File: src/rtl/gpr_writeback.sv
// Write-back arbiter and FIFO feeding the single GPR write port; idle output is a write to x0.
// Optional store-to-read forwarding is enabled by defining GPR_WB_FORWARD_EN.
module gpr_writeback #(
    parameter int unsigned DATA_WIDTH = 32,
    parameter int unsigned ADDR_WIDTH = 5,
    parameter int unsigned FIFO_DEPTH = 4
) (
    input  logic                  clock_in,
    input  logic                  reset_in,
    input  logic                  alu_valid_in,
    output logic                  alu_ready_out,
    input  logic [ADDR_WIDTH-1:0] alu_rd_addr_in,
    input  logic [DATA_WIDTH-1:0] alu_rd_data_in,
    input  logic                  lsu_valid_in,
    output logic                  lsu_ready_out,
    input  logic [ADDR_WIDTH-1:0] lsu_rd_addr_in,
    input  logic [DATA_WIDTH-1:0] lsu_rd_data_in,
    input  logic                  stall_in,
    output logic [ADDR_WIDTH-1:0] rd_addr_out,
    output logic [DATA_WIDTH-1:0] rd_data_out,
    output logic                  rd_valid_out,
    output logic [2:0]            pending_out,
    input  logic [ADDR_WIDTH-1:0] fwd_addr_in,
    output logic                  fwd_hit_out,
    output logic [DATA_WIDTH-1:0] fwd_data_out
);

    localparam int unsigned PW = (FIFO_DEPTH > 1) ? $clog2(FIFO_DEPTH) : 1;
    localparam int unsigned CW = $clog2(FIFO_DEPTH + 1);

    typedef enum logic {GrantAlu, GrantLsu} grant_e;

    logic [ADDR_WIDTH-1:0] mem_addr [FIFO_DEPTH];
    logic [DATA_WIDTH-1:0] mem_data [FIFO_DEPTH];
    logic [PW-1:0]         wr_ptr_q, rd_ptr_q;
    logic [CW-1:0]         count_q;
    grant_e                last_grant_q;
    logic [ADDR_WIDTH-1:0] rd_addr_q;
    logic [DATA_WIDTH-1:0] rd_data_q;
    logic                  rd_valid_q;

    logic                  space, contend, alu_fire, lsu_fire, push, pop;
    logic [ADDR_WIDTH-1:0] push_addr;
    logic [DATA_WIDTH-1:0] push_data;

    // Readies use the pre-pop count, so a full FIFO refuses for one cycle even while popping.
    assign space         = reset_in && (count_q < CW'(FIFO_DEPTH));
    assign contend       = alu_valid_in && lsu_valid_in;
    assign alu_ready_out = space && !(contend && last_grant_q == GrantAlu);
    assign lsu_ready_out = space && !(contend && last_grant_q == GrantLsu);

    assign alu_fire  = alu_valid_in && alu_ready_out;
    assign lsu_fire  = lsu_valid_in && lsu_ready_out;
    assign push_addr = lsu_fire ? lsu_rd_addr_in : alu_rd_addr_in;
    assign push_data = lsu_fire ? lsu_rd_data_in : alu_rd_data_in;
    // x0 handshakes complete but never occupy a slot.
    assign push      = (alu_fire || lsu_fire) && (push_addr != '0);
    assign pop       = !stall_in && (count_q != '0);

    always_ff @(posedge clock_in) begin
        if (push) begin
            mem_addr[wr_ptr_q] <= push_addr;
            mem_data[wr_ptr_q] <= push_data;
        end
    end

    always_ff @(posedge clock_in) begin
        if (!reset_in) begin
            wr_ptr_q     <= '0;
            rd_ptr_q     <= '0;
            count_q      <= '0;
            last_grant_q <= GrantAlu;
            rd_addr_q    <= '0;
            rd_data_q    <= '0;
            rd_valid_q   <= 1'b0;
        end else begin
            if (push) wr_ptr_q <= wr_ptr_q + PW'(1);
            if (pop)  rd_ptr_q <= rd_ptr_q + PW'(1);
            if (push && !pop)      count_q <= count_q + CW'(1);
            else if (!push && pop) count_q <= count_q - CW'(1);
            if (contend && (alu_fire || lsu_fire)) begin
                last_grant_q <= lsu_fire ? GrantLsu : GrantAlu;
            end
            if (pop) begin
                rd_addr_q  <= mem_addr[rd_ptr_q];
                rd_data_q  <= mem_data[rd_ptr_q];
                rd_valid_q <= 1'b1;
            end else begin
                rd_addr_q  <= '0;
                rd_data_q  <= '0;
                rd_valid_q <= 1'b0;
            end
        end
    end

    assign rd_addr_out  = rd_addr_q;
    assign rd_data_out  = rd_data_q;
    assign rd_valid_out = rd_valid_q;
    assign pending_out  = 3'(count_q);

`ifdef GPR_WB_FORWARD_EN
    logic [PW-1:0] idx;

    // Scan oldest to youngest so the last match wins: output register, then head..tail.
    always_comb begin
        fwd_hit_out  = 1'b0;
        fwd_data_out = '0;
        idx          = '0;
        if (fwd_addr_in != '0) begin
            if (rd_valid_q && rd_addr_q == fwd_addr_in) begin
                fwd_hit_out  = 1'b1;
                fwd_data_out = rd_data_q;
            end
            for (int i = 0; i < FIFO_DEPTH; i++) begin
                idx = rd_ptr_q + PW'(i);
                if (CW'(i) < count_q && mem_addr[idx] == fwd_addr_in) begin
                    fwd_hit_out  = 1'b1;
                    fwd_data_out = mem_data[idx];
                end
            end
        end
    end
`else
    logic unused_fwd_addr;
    assign unused_fwd_addr = ^fwd_addr_in;
    assign fwd_hit_out     = 1'b0;
    assign fwd_data_out    = '0;
`endif

endmodule

File: config.mk
export PLATFORM = sky130hd
export DESIGN_NAME = gpr_writeback
export DESIGN_NICKNAME = d
export VERILOG_FILES = /design/src/rtl/gpr_writeback.sv
export SDC_FILE = /design/constraint.sdc
export NUM_CORES = 1
export LEC_CHECK = 0
export CAP_MARGIN = 25
export CORE_ASPECT_RATIO = 1.4
export CORE_MARGIN = 4
export CORE_UTILIZATION = 55
export DETAILED_ROUTE_END_ITERATION = 8
export MAX_ROUTING_LAYER = met4
export PLACE_DENSITY_LB_ADDON = 0.1
export SLEW_MARGIN = 20
export SYNTH_ARGS = -nofsm -noshare
export SYNTH_HDL_FRONTEND = slang
export SYNTH_SLANG_ARGS = --single-unit
File: constraint.sdc
create_clock -name clock_in -period 3.8 [get_ports clock_in]
set_input_delay 0.76 -clock clock_in [delete_from_list [all_inputs] [get_ports clock_in]]
set_output_delay 0.76 -clock clock_in [all_outputs]
set_load 0.03 [all_outputs]
==> flow_summary.yaml <==
run_status:
  outcome: "completed"
setup_path:
  path_cells: "clkdlybuf4s50_1 -> nand2_1 -> nor2_1 -> nor2_1 -> clkdlybuf4s50_1"
  critPathKind: "input port to primary output"
  endpoint_kind: "primary output"
  slowest_delay_ps: 680
  cpMaxStageDelayCell: "clkdlybuf4s50_1"
  crit_family: "buffers and inverters"
  critPathArrivalTime_ps: 2150
  worstPathMaxFanout: 4
  required_ps: 3040
  start_kind: "input port"
  crit_buf_inv: 2
place:
  port_buffers: 121
  dpl_cell_area_mm2: 0.00897
  place.gp.congestion: 0.680
  dp_hpwl_um: 8790
logic_synthesis:
  synth-edff-count: 148
  ys_warn_count: 0
  ys_ff_latch: 194
  ys_seq_area_share_pct: 70.5
  ys_top_cells_by_count: "edfxtp_1 (148), dfxtp_1 (46), and3_1 (37), mux2_2 (37), mux4_2 (37)"
  synth_top_area_share_pct: 58.4
  yosysTopAreaCell: "edfxtp_1"
  synthArstFlopShare_pct: 0
  synthesis.instances: 414
  syn_area_mm2: 0.00761
  synthFlopType: "edfxtp_1"
  yosysUniqueCellTypes: 32
  yosysMostFrequentCell: "edfxtp_1"
  avgSynthCellArea_um2: 18.4
  netlist_top_cells_area: "edfxtp_1 (58%), dfxtp_1 (12%), mux4_2 (11%)"
global_routing:
  first_global_vias: 4184
  gr-total-overflow: 0
  grt_usage_pct: 18.9
  use_met2_pct: 32.5
  grt_pass1_wl_um: 21900
  top_usage_layer: "met2"
  met1_usage_pct: 22.9
  use_met3_pct: 3.87
  grt_max_degree: 48
  antenna_found_initial: 0
final_layout:
  area_growth_pct: 25.6
  num-fill-cells: 881
  utilization_pct: 71.1
  diodes: 0
  drive_gt1_share_pct: 23.0
  multiInputGateArea_mm2: 0.00199
  seqCellArea_mm2: 0.00537
  design_area_mm2: 0.00956
  nets: 630
power:
  irDropWorstVdd_uv: 424
  p_leak_nw: 3.40
  total_power_mw: 5.90
  p_per_area_mw_per_mm2: 617
floorplan:
  placement_rows: 50
  die_w_um: 107
  die_h_um: 147
  io_pins: 160
  die_area_mm2: 0.0158
  start_util_pct: 56.6
  core_mm2: 0.0135
routing:
  wl_per_cell_um: 19.0
  first_pass_iters: 4
  via_per_inst: 5.42
  drt_iter0_markers: 206
  drc: 0
  totalWireLength_um: 14000
  ant_nets: 0
  via_count: 3986
clock_network:
  cts_resized: 0
  cts.htree.levels: 4
  clk_latency_ps: 420
  root_buffer: "clkbuf_16"
  ctsHoldBuffers: 0
  post_cts_buffers: 0
  cts_made_buffers: 17
  cts_tree: "built"
  path_clk_slew_ps: 70
  cts.path.max_buffers: 2
  cts_sinks: 194
timing:
  setup-violations-final: 0
  rsz0062_at_grt: "false"
  worst_pin_slew_ps: 805
  slew_violations: 0
  fin_setup_tns_ps: 0
  hold-worst-slack_ps: 526
  fmax_mhz: 343
  relSlewSlack_pct: 46.3
  min_period_ps: 2910
  hold_viol: 0
  fin_skew_ps: 10.4
  finalCritPeriodShare_pct: 76.7
job:
  cap_violations: 0
min_path:
  hp-class: "register to register"
layout by cell type (no fill, tap or decap), types with 2 or more instances in the layout:
cell               n
and2_1             4
buf_4              3
clkbuf_16         17
nor2_1             3
and2_2             4
ha_1               5
mux2_2            37
inv_6              4
inv_1              7
dfxtp_1           44
edfxtp_1         148
clkinvlp_4         2
mux4_2            37
o21ai_0            2
mux2i_1            3
and3_1            37
conb_1            33
buf_16             4
nor2_2             2
xor2_1             4
clkinv_4           2
nor2b_1            2
inv_8              4
clkdlybuf4s50_1  120
nand2_1            6
flip-flops by register name (all words and copies together) (netlist names):
register,cells
rd_ptr_q,2
rd_data_out,32
last_grant_q,1
rd_valid_out,1
rd_addr_out,5
pending_out,3
mem_data,128
mem_addr,20
wr_ptr_q,2
worst reg2reg max path: cells and delay by family, from the launching register on:
family / cells / cell delay (ps)
adders and majority gates: 2 / 620
DFF: 1 / 360
xor gates and xnor gates: 1 / 180
AOI/OAI and AO/OA: 2 / 600
buffers and inverters: 2 / 200
and+or+nand+nor: 2 / 510
logic make-up (layout without fill, tap and decap cells):
kind of cell / Yosys count / after routing / synth area share (%)
muxes: 77 / 77 / 16.8
adders and majority gates: 6 / 6 / 1.09
and+or+nand+nor: 65 / 65 / 5.08
DFF: 194 / 194 / 70.5
other: 1 / 33 / 0.0493
AOI/OAI and AO/OA: 5 / 5 / 0.674
buffers and inverters: 61 / 168 / 5.21
xor gates and xnor gates: 5 / 5 / 0.575
path summary, 6_finish.rpt:
check,from,cells after the start,slack (ps),end
worst min-delay path,wr_ptr_q[0],2,530,wr_ptr_q[0]
worst max-delay path,lsu_valid_in,5,890,alu_ready_out
worst max register to register,pending_out[2],9,1250,pending_out[2]
worst min register to register,wr_ptr_q[0],2,530,wr_ptr_q[0]
metal layers:
layer	vias to the layer above	share of wire (%)	wire length (um)
met2	171	54	7480
met5	-	0	0
met4	0	0.82	114
met3	8	6.7	932
li1	1782	-	-
met1	2025	39	5430
where the power goes:
part / total, mW / internal [mW] / leakage (nW) / switching (mW)
Clock: 1.75 / 0.937 / 0.285 / 0.814
Combinational: 1.36 / 0.695 / 1.39 / 0.661
Sequential: 2.79 / 2.59 / 1.72 / 0.197
metrics by stage:
step,setup slack (ps),cells
3_5_place_dp,507,703
2_1_floorplan,1040,446
6_report,887,735
4_1_cts,878,735
5_1_grt,727,735
3_3_place_gp,582,698
cell type report:
class	count	area share, %
Sequential cell	194	56.2
Tap cell	182	2.38
Clock inverter	15	1.71
Clock buffer	17	4.45
Multi-Input combinational cell	191	20.8
Inverter	7	0.275
Timing Repair Buffer	129	14.2
Note: power is estimated with default switching activity, not from simulation.
